==> src/rtl/fib_pkg.sv <==
// Shared definitions for the Fibonacci-detector sweep checker.
// Contents: sweep FSM state enum, 4-bit golden hit mask, code-count helper.
package fib_pkg;

  localparam int unsigned FIB_W = 4;

  // Codes 0,1,2,3,5,8,13 are Fibonacci numbers below 16.
  localparam logic [15:0] FIB_MASK_4 = 16'h212F;

  typedef enum logic [1:0] {
    S_IDLE   = 2'd0,
    S_SETTLE = 2'd1,
    S_SAMPLE = 2'd2,
    S_DONE   = 2'd3
  } sweep_state_e;

  // Number of codes swept for a detector of the given input width.
  function automatic int unsigned num_codes(input int unsigned w);
    return 32'(1) << w;
  endfunction

endpackage

==> src/rtl/fib_settle_timer.sv <==
// Loadable down-counter that times the settle window for each code.
// Ports: clk, rst_n (async active-low), load/load_val (preset count),
//        tick (decrement while nonzero), expire_c (count is zero, combinational).
module fib_settle_timer #(
  parameter int unsigned W = 1
) (
  input  logic         clk,
  input  logic         rst_n,
  input  logic         load,
  input  logic [W-1:0] load_val,
  input  logic         tick,
  output logic         expire_c
);

  logic [W-1:0] count;

  // Load has priority; count saturates at zero.
  always_ff @(posedge clk or negedge rst_n) begin
    if (!rst_n) begin
      count <= '0;
    end else if (load) begin
      count <= load_val;
    end else if (tick && (count != '0)) begin
      count <= count - W'(1);
    end
  end

  assign expire_c = (count == '0);

endmodule

==> src/rtl/fib_sweep_ctrl.sv <==
// Self-test sequencer: sweeps every detector input code, samples the detector
// result after a settle window, builds a hit mask / hit count and compares the
// mask against a golden constant.
// Ports: clk, rst_n (async active-low), start, abort (host control);
//        dut_in (code to detector), dut_out (detector result);
//        busy, done (one-cycle pulse), pass, hit_mask, hit_count (results).
module fib_sweep_ctrl
  import fib_pkg::*;
#(
  parameter int unsigned                      WIDTH         = FIB_W,
  parameter int unsigned                      SETTLE        = 2,
  parameter logic [num_codes(WIDTH)-1:0]      EXPECTED_MASK = FIB_MASK_4
) (
  input  logic                          clk,
  input  logic                          rst_n,
  input  logic                          start,
  input  logic                          abort,
  output logic [WIDTH-1:0]              dut_in,
  input  logic                          dut_out,
  output logic                          busy,
  output logic                          done,
  output logic                          pass,
  output logic [num_codes(WIDTH)-1:0]   hit_mask,
  output logic [WIDTH:0]                hit_count
);

  localparam int unsigned      N           = num_codes(WIDTH);
  localparam int unsigned      CW          = WIDTH + 1;
  localparam int unsigned      TW          = (SETTLE > 1) ? $clog2(SETTLE) : 1;
  localparam int unsigned      SETTLE_LOAD = (SETTLE > 0) ? SETTLE - 1 : 0;
  localparam logic [WIDTH-1:0] LAST_CODE   = WIDTH'(N - 1);
  // With no settle cycles each code goes straight to its sample cycle.
  localparam sweep_state_e     CODE_ENTRY  = (SETTLE == 0) ? S_SAMPLE : S_SETTLE;

  sweep_state_e     state, state_d;
  logic [WIDTH-1:0] dut_in_d;
  logic [N-1:0]     mask_d;
  logic [CW-1:0]    count_d;
  logic             pass_d, busy_d, done_d;
  logic             timer_load, timer_tick, timer_expire;

  fib_settle_timer #(.W(TW)) u_timer (
    .clk      (clk),
    .rst_n    (rst_n),
    .load     (timer_load),
    .load_val (TW'(SETTLE_LOAD)),
    .tick     (timer_tick),
    .expire_c (timer_expire)
  );

  // State and registered outputs.
  always_ff @(posedge clk or negedge rst_n) begin
    if (!rst_n) begin
      state     <= S_IDLE;
      dut_in    <= '0;
      hit_mask  <= '0;
      hit_count <= '0;
      pass      <= 1'b0;
      busy      <= 1'b0;
      done      <= 1'b0;
    end else begin
      state     <= state_d;
      dut_in    <= dut_in_d;
      hit_mask  <= mask_d;
      hit_count <= count_d;
      pass      <= pass_d;
      busy      <= busy_d;
      done      <= done_d;
    end
  end

  // Next-state and datapath updates.
  always_comb begin
    state_d    = state;
    dut_in_d   = dut_in;
    mask_d     = hit_mask;
    count_d    = hit_count;
    pass_d     = pass;
    timer_load = 1'b0;
    timer_tick = 1'b0;

    case (state)
      S_IDLE: begin
        if (start && !abort) begin
          state_d    = CODE_ENTRY;
          dut_in_d   = '0;
          mask_d     = '0;
          count_d    = '0;
          pass_d     = 1'b0;
          timer_load = 1'b1;
        end
      end
      S_SETTLE: begin
        if (timer_expire) state_d = S_SAMPLE;
        else              timer_tick = 1'b1;
      end
      S_SAMPLE: begin
        mask_d[dut_in] = dut_out;
        count_d        = hit_count + CW'(dut_out);
        if (dut_in == LAST_CODE) begin
          state_d = S_DONE;
          // Judge using the mask including this final sample.
          pass_d  = (mask_d == EXPECTED_MASK);
        end else begin
          dut_in_d   = dut_in + WIDTH'(1);
          state_d    = CODE_ENTRY;
          timer_load = 1'b1;
        end
      end
      S_DONE:  state_d = S_IDLE;
      default: state_d = S_IDLE;
    endcase

    // Abort overrides everything and discards partial results.
    if (abort) begin
      state_d    = S_IDLE;
      dut_in_d   = '0;
      mask_d     = '0;
      count_d    = '0;
      pass_d     = 1'b0;
      timer_load = 1'b0;
      timer_tick = 1'b0;
    end

    busy_d = (state_d == S_SETTLE) || (state_d == S_SAMPLE);
    done_d = (state_d == S_DONE);
  end

endmodule

==> config.mk <==
export PLATFORM = sky130hd
export DESIGN_NAME = fib_sweep_ctrl
export DESIGN_NICKNAME = d
export VERILOG_FILES = /design/src/rtl/fib_pkg.sv /design/src/rtl/fib_settle_timer.sv /design/src/rtl/fib_sweep_ctrl.sv
export SDC_FILE = /design/constraint.sdc
export NUM_CORES = 1
export LEC_CHECK = 0
export ABC_AREA = 0
export BUFFER_PORTS_ARGS = -buffer_cell sky130_fd_sc_hd__buf_2
export CORE_MARGIN = 1
export CORE_UTILIZATION = 39
export CTS_CLUSTER_DIAMETER = 30
export DETAILED_ROUTE_END_ITERATION = 12
export PLACE_DENSITY = 0.71
export RECOVER_POWER = 100
export SETUP_SLACK_MARGIN = 0.5
export SLEW_MARGIN = 20
export SYNTH_ARGS = -nofsm -noshare
export SYNTH_HDL_FRONTEND = slang
export SYNTH_SLANG_ARGS = --single-unit
export TNS_END_PERCENT = 10
==> constraint.sdc <==
create_clock -name clk -period 4.1 [get_ports clk]
set_input_delay 0.615 -clock clk [delete_from_list [all_inputs] [get_ports clk]]
set_output_delay 0.615 -clock clk [all_outputs]
set_load 0.01 [all_outputs]
==> key figures <==
Outcome
  • Violated checks: max-capacitance violations, max-slew violations
  • Run status: complete, but fails checks

CTS
  • Post-CTS Hold Buffers: 0
  • Worst skew pair latency: 0.28 ns
  • Clock root cell: clkbuf_8
  • CTS max path bufs: 2
  • H-tree depth: 2
  • CTS buffer count: 5
  • Clk slew on worst S/H paths: 0.07 ns
  • Post-CTS setup buffer count: 0
  • CTS Sinks: 31
  • Gates resized, CTS repair: 0
  • TritonCTS clock tree: yes

Pwr
  • PwrDens: between 300 and 400 mW/mm^2
  • Switch share: between 20% and 30%
  • P_sw: 0.159 mW
  • P_int: 0.446 mW
  • Combinational share of power: 8.2%
  • Part of the power in registers: 53.0%
  • Leakage: between 0.8 and 0.9 nW
  • Clock power share: 38.8%
  • VDD IR max: 0.000177 V

Cells and area
  • Layout area overhead: 9.67%
  • Final-layout fill cell count: about 420
  • Register area: just under 800 sq um
  • Final #Nets: 230
  • Layout cell share with drive strength beyond 1: 6.88%
  • Non-Filler Instances: 270
  • # diodes: 0
  • Multi-input gate area: roughly 870 sq um

Synthesis
  • Post-synth top area share: 43.8%
  • Post-synth EDFFs: 0
  • Post-synth ARST share: 100%
  • Synthesis Warnings: 0
  • #FFs+latches synth: 31
  • Top cells by count, synth: 35 x o21ai_0, 31 x dfrtp_1, 18 x a21oi_1
  • Mapped Area: 0.00177 sq mm
  • Dominant synthesized flop cell: dfrtp_1
  • Synth area leader: dfrtp_1
  • Syn Inst Count: 192
  • Distinct cells, synth: 44
  • Seq/Total Area, Yosys: 43.8%
  • Syn nets: 205
  • Synth area leaders: dfrtp_1 44%, o21ai_0 9.9%, ha_1 5.6%
  • Syn_area_per_cell: roughly 9.2 sq um
  • Count leader, synth: o21ai_0

Critical path
  • Critical path class: input pin to flop
  • CP startpoint kind: input pin
  • Req. time, crit path: 4.32 ns
  • Crit path DAT: 2.48 ns
  • Worst setup EP type: flop
  • Worst-path fanout max: 18
  • Crit. Startpoint: abort
  • FF-to-FF Start: state[1]

STA
  • Max transition margin: -13.9%
  • Post-route minimum period: 2.26 ns
  • Fmax achieved: 443 MHz
  • # setup viols final: 0
  • Final hold violations: 0
  • Worst Tran Pin Value: 1.71 ns
  • RSZ-0062 raised after global routing: false
  • Fin crit share: about 55%
  • Final Slew Violations: 32
  • Worst Skew: 0.00403 ns
  • Sum of negative setup slack: 0 ns

Drt
  • Vias/cell: 5.86
  • WL/cell: 15.9 microns
  • DR pass1 iterations: 4
  • Post-route ant nets: 0
  • Final wirelength: 4.30 mm
  • DRC: 0
  • Via count: 1583
  • 1st-iter DRT viols: 175

Placed design
  • Detailed Place HPWL: 2.86 mm
  • Port Buffers: 32
  • Placed instance count: 262
  • Routability Congestion: 0.887

Floorplan
  • Core Area: 0.00435 sq mm
  • Die Area: 0.00482 sq mm
  • Starting Density: 40.7%
  • Die Ht: 69.4 microns
  • Number of cell rows: 24
  • DIE WIDTH: 69.4 microns
  • Io pins: 33

Global routing
  • Number of global-route vias before repair: 1395
  • Initial antenna violation count: 0
  • Pin count of the biggest net entering global routing: 32
  • GRT Util Overall: a little under a fifth
  • Grt ovf: 0
  • First-pass GRT wire length: about 7 mm

Worst hold path
  • Hold Startpoint: hit_count[0]
  • Hold/Removal Path Class: flop to flop

Job
  • Maximum capacitance violations: 1
[metal layers]
| metal | wire [microns] | track usage, % |
|---|---|---|
| met3 | 331 | 3.78 |
| met1 | 1900 | 26.0 |
| met4 | 83 | 7.48 |
| met5 | 0 | 0 |
| met2 | 1980 | 27.0 |
[kinds of logic (layout without fill, tap and decap cells)]
kind of cell             count (synthesis)  in the layout  share of synthesized area [%]
XOR/XNOR                                 3              3                           1.48
adder cells (fa/ha/maj)                  8              8                           5.65
flip-flops                              31             31                           43.8
buffers and inverters                   20             46                           5.58
AND/OR/NAND/NOR                         53             53                           16.7
multiplexers                             3              3                           2.05
AO/OA/AOI/OAI                           74             74                           24.8
[placed cells by master (no fill, tap or decap), types with 2 or more instances in the layout]
cell type,count
a2111oi_0,2
a31oi_1,4
ha_1,8
nand3b_1,2
xor2_1,2
a22o_1,4
dfrtp_1,31
nor2_1,14
clkbuf_1,32
o21ai_0,35
nand3_1,9
a211oi_1,2
nor2b_1,3
nand4_1,3
nand2_1,10
inv_1,5
a21oi_1,18
or2_2,2
clkbuf_8,5
nand2b_1,2
o31ai_1,3
nor3_1,2
[area by class of cell]
type	instances	share of cell area, %
multi-input cells	141	44.8
flip-flops and latches	31	39.9
repair buffers	33	6.63
clock buffers	6	3.73
well taps	52	3.35
inverters	5	0.966
clock inverters	2	0.644
[stage by stage]
step / hold WS, ns / area, sq um / setup slack (ns) / util, % / power (mW)
3_5_place_dp: 0.505 / 1920 / 1.83 / 44.2 / 0.378
4_1_cts: 0.409 / 2010 / 2.03 / 46.1 / 0.614
6_report: 0.523 / 1940 / 1.84 / 44.6 / 0.605
5_1_grt: 0.548 / 1940 / 1.68 / 44.6 / 0.634
2_1_floorplan: 0.319 / 1770 / 2.22 / - / 0.359
3_3_place_gp: 0.510 / 1920 / 1.89 / 44.2 / 0.377
[power by group through the flow]
stage	Combinational, mW	Clock, mW	Sequential, mW
after CTS	0.0521	0.241	0.321
after detailed placement	0.0520	0	0.326
after floorplan	0.0347	0	0.325
final	0.0497	0.235	0.321
after global routing	0.0561	0.256	0.322
after global placement	0.0507	0	0.326
[critical path, cell delays in order]
cell       delay, ns
clkbuf_1        0.17
or3b_1          0.68
nor2_1          0.39
nand2_2         0.06
a2111oi_0       0.37
a22o_1          0.18
[sequential cells by signal, summed over array words and instances, names as in the netlist]
signal / cells
pass: 1
u_timer.count: 1
hit_count: 5
state: 2
dut_in: 4
hit_mask: 16
busy: 1
done: 1
[path summary, 6_finish.rpt]
check / end / slack (ns) / cells past startpoint
worst max-delay path: pass / 1.84 / 6
worst min-delay path: hit_count[0] / 0.52 / 1
worst max register to register: hit_mask[3] / 1.90 / 4
worst min register to register: hit_count[0] / 0.52 / 1
max in group asynchronous: hit_count[1] / 2.34 / 1
min in group asynchronous: hit_mask[5] / 0.77 / 1
(Power assumes the default switching activity.)
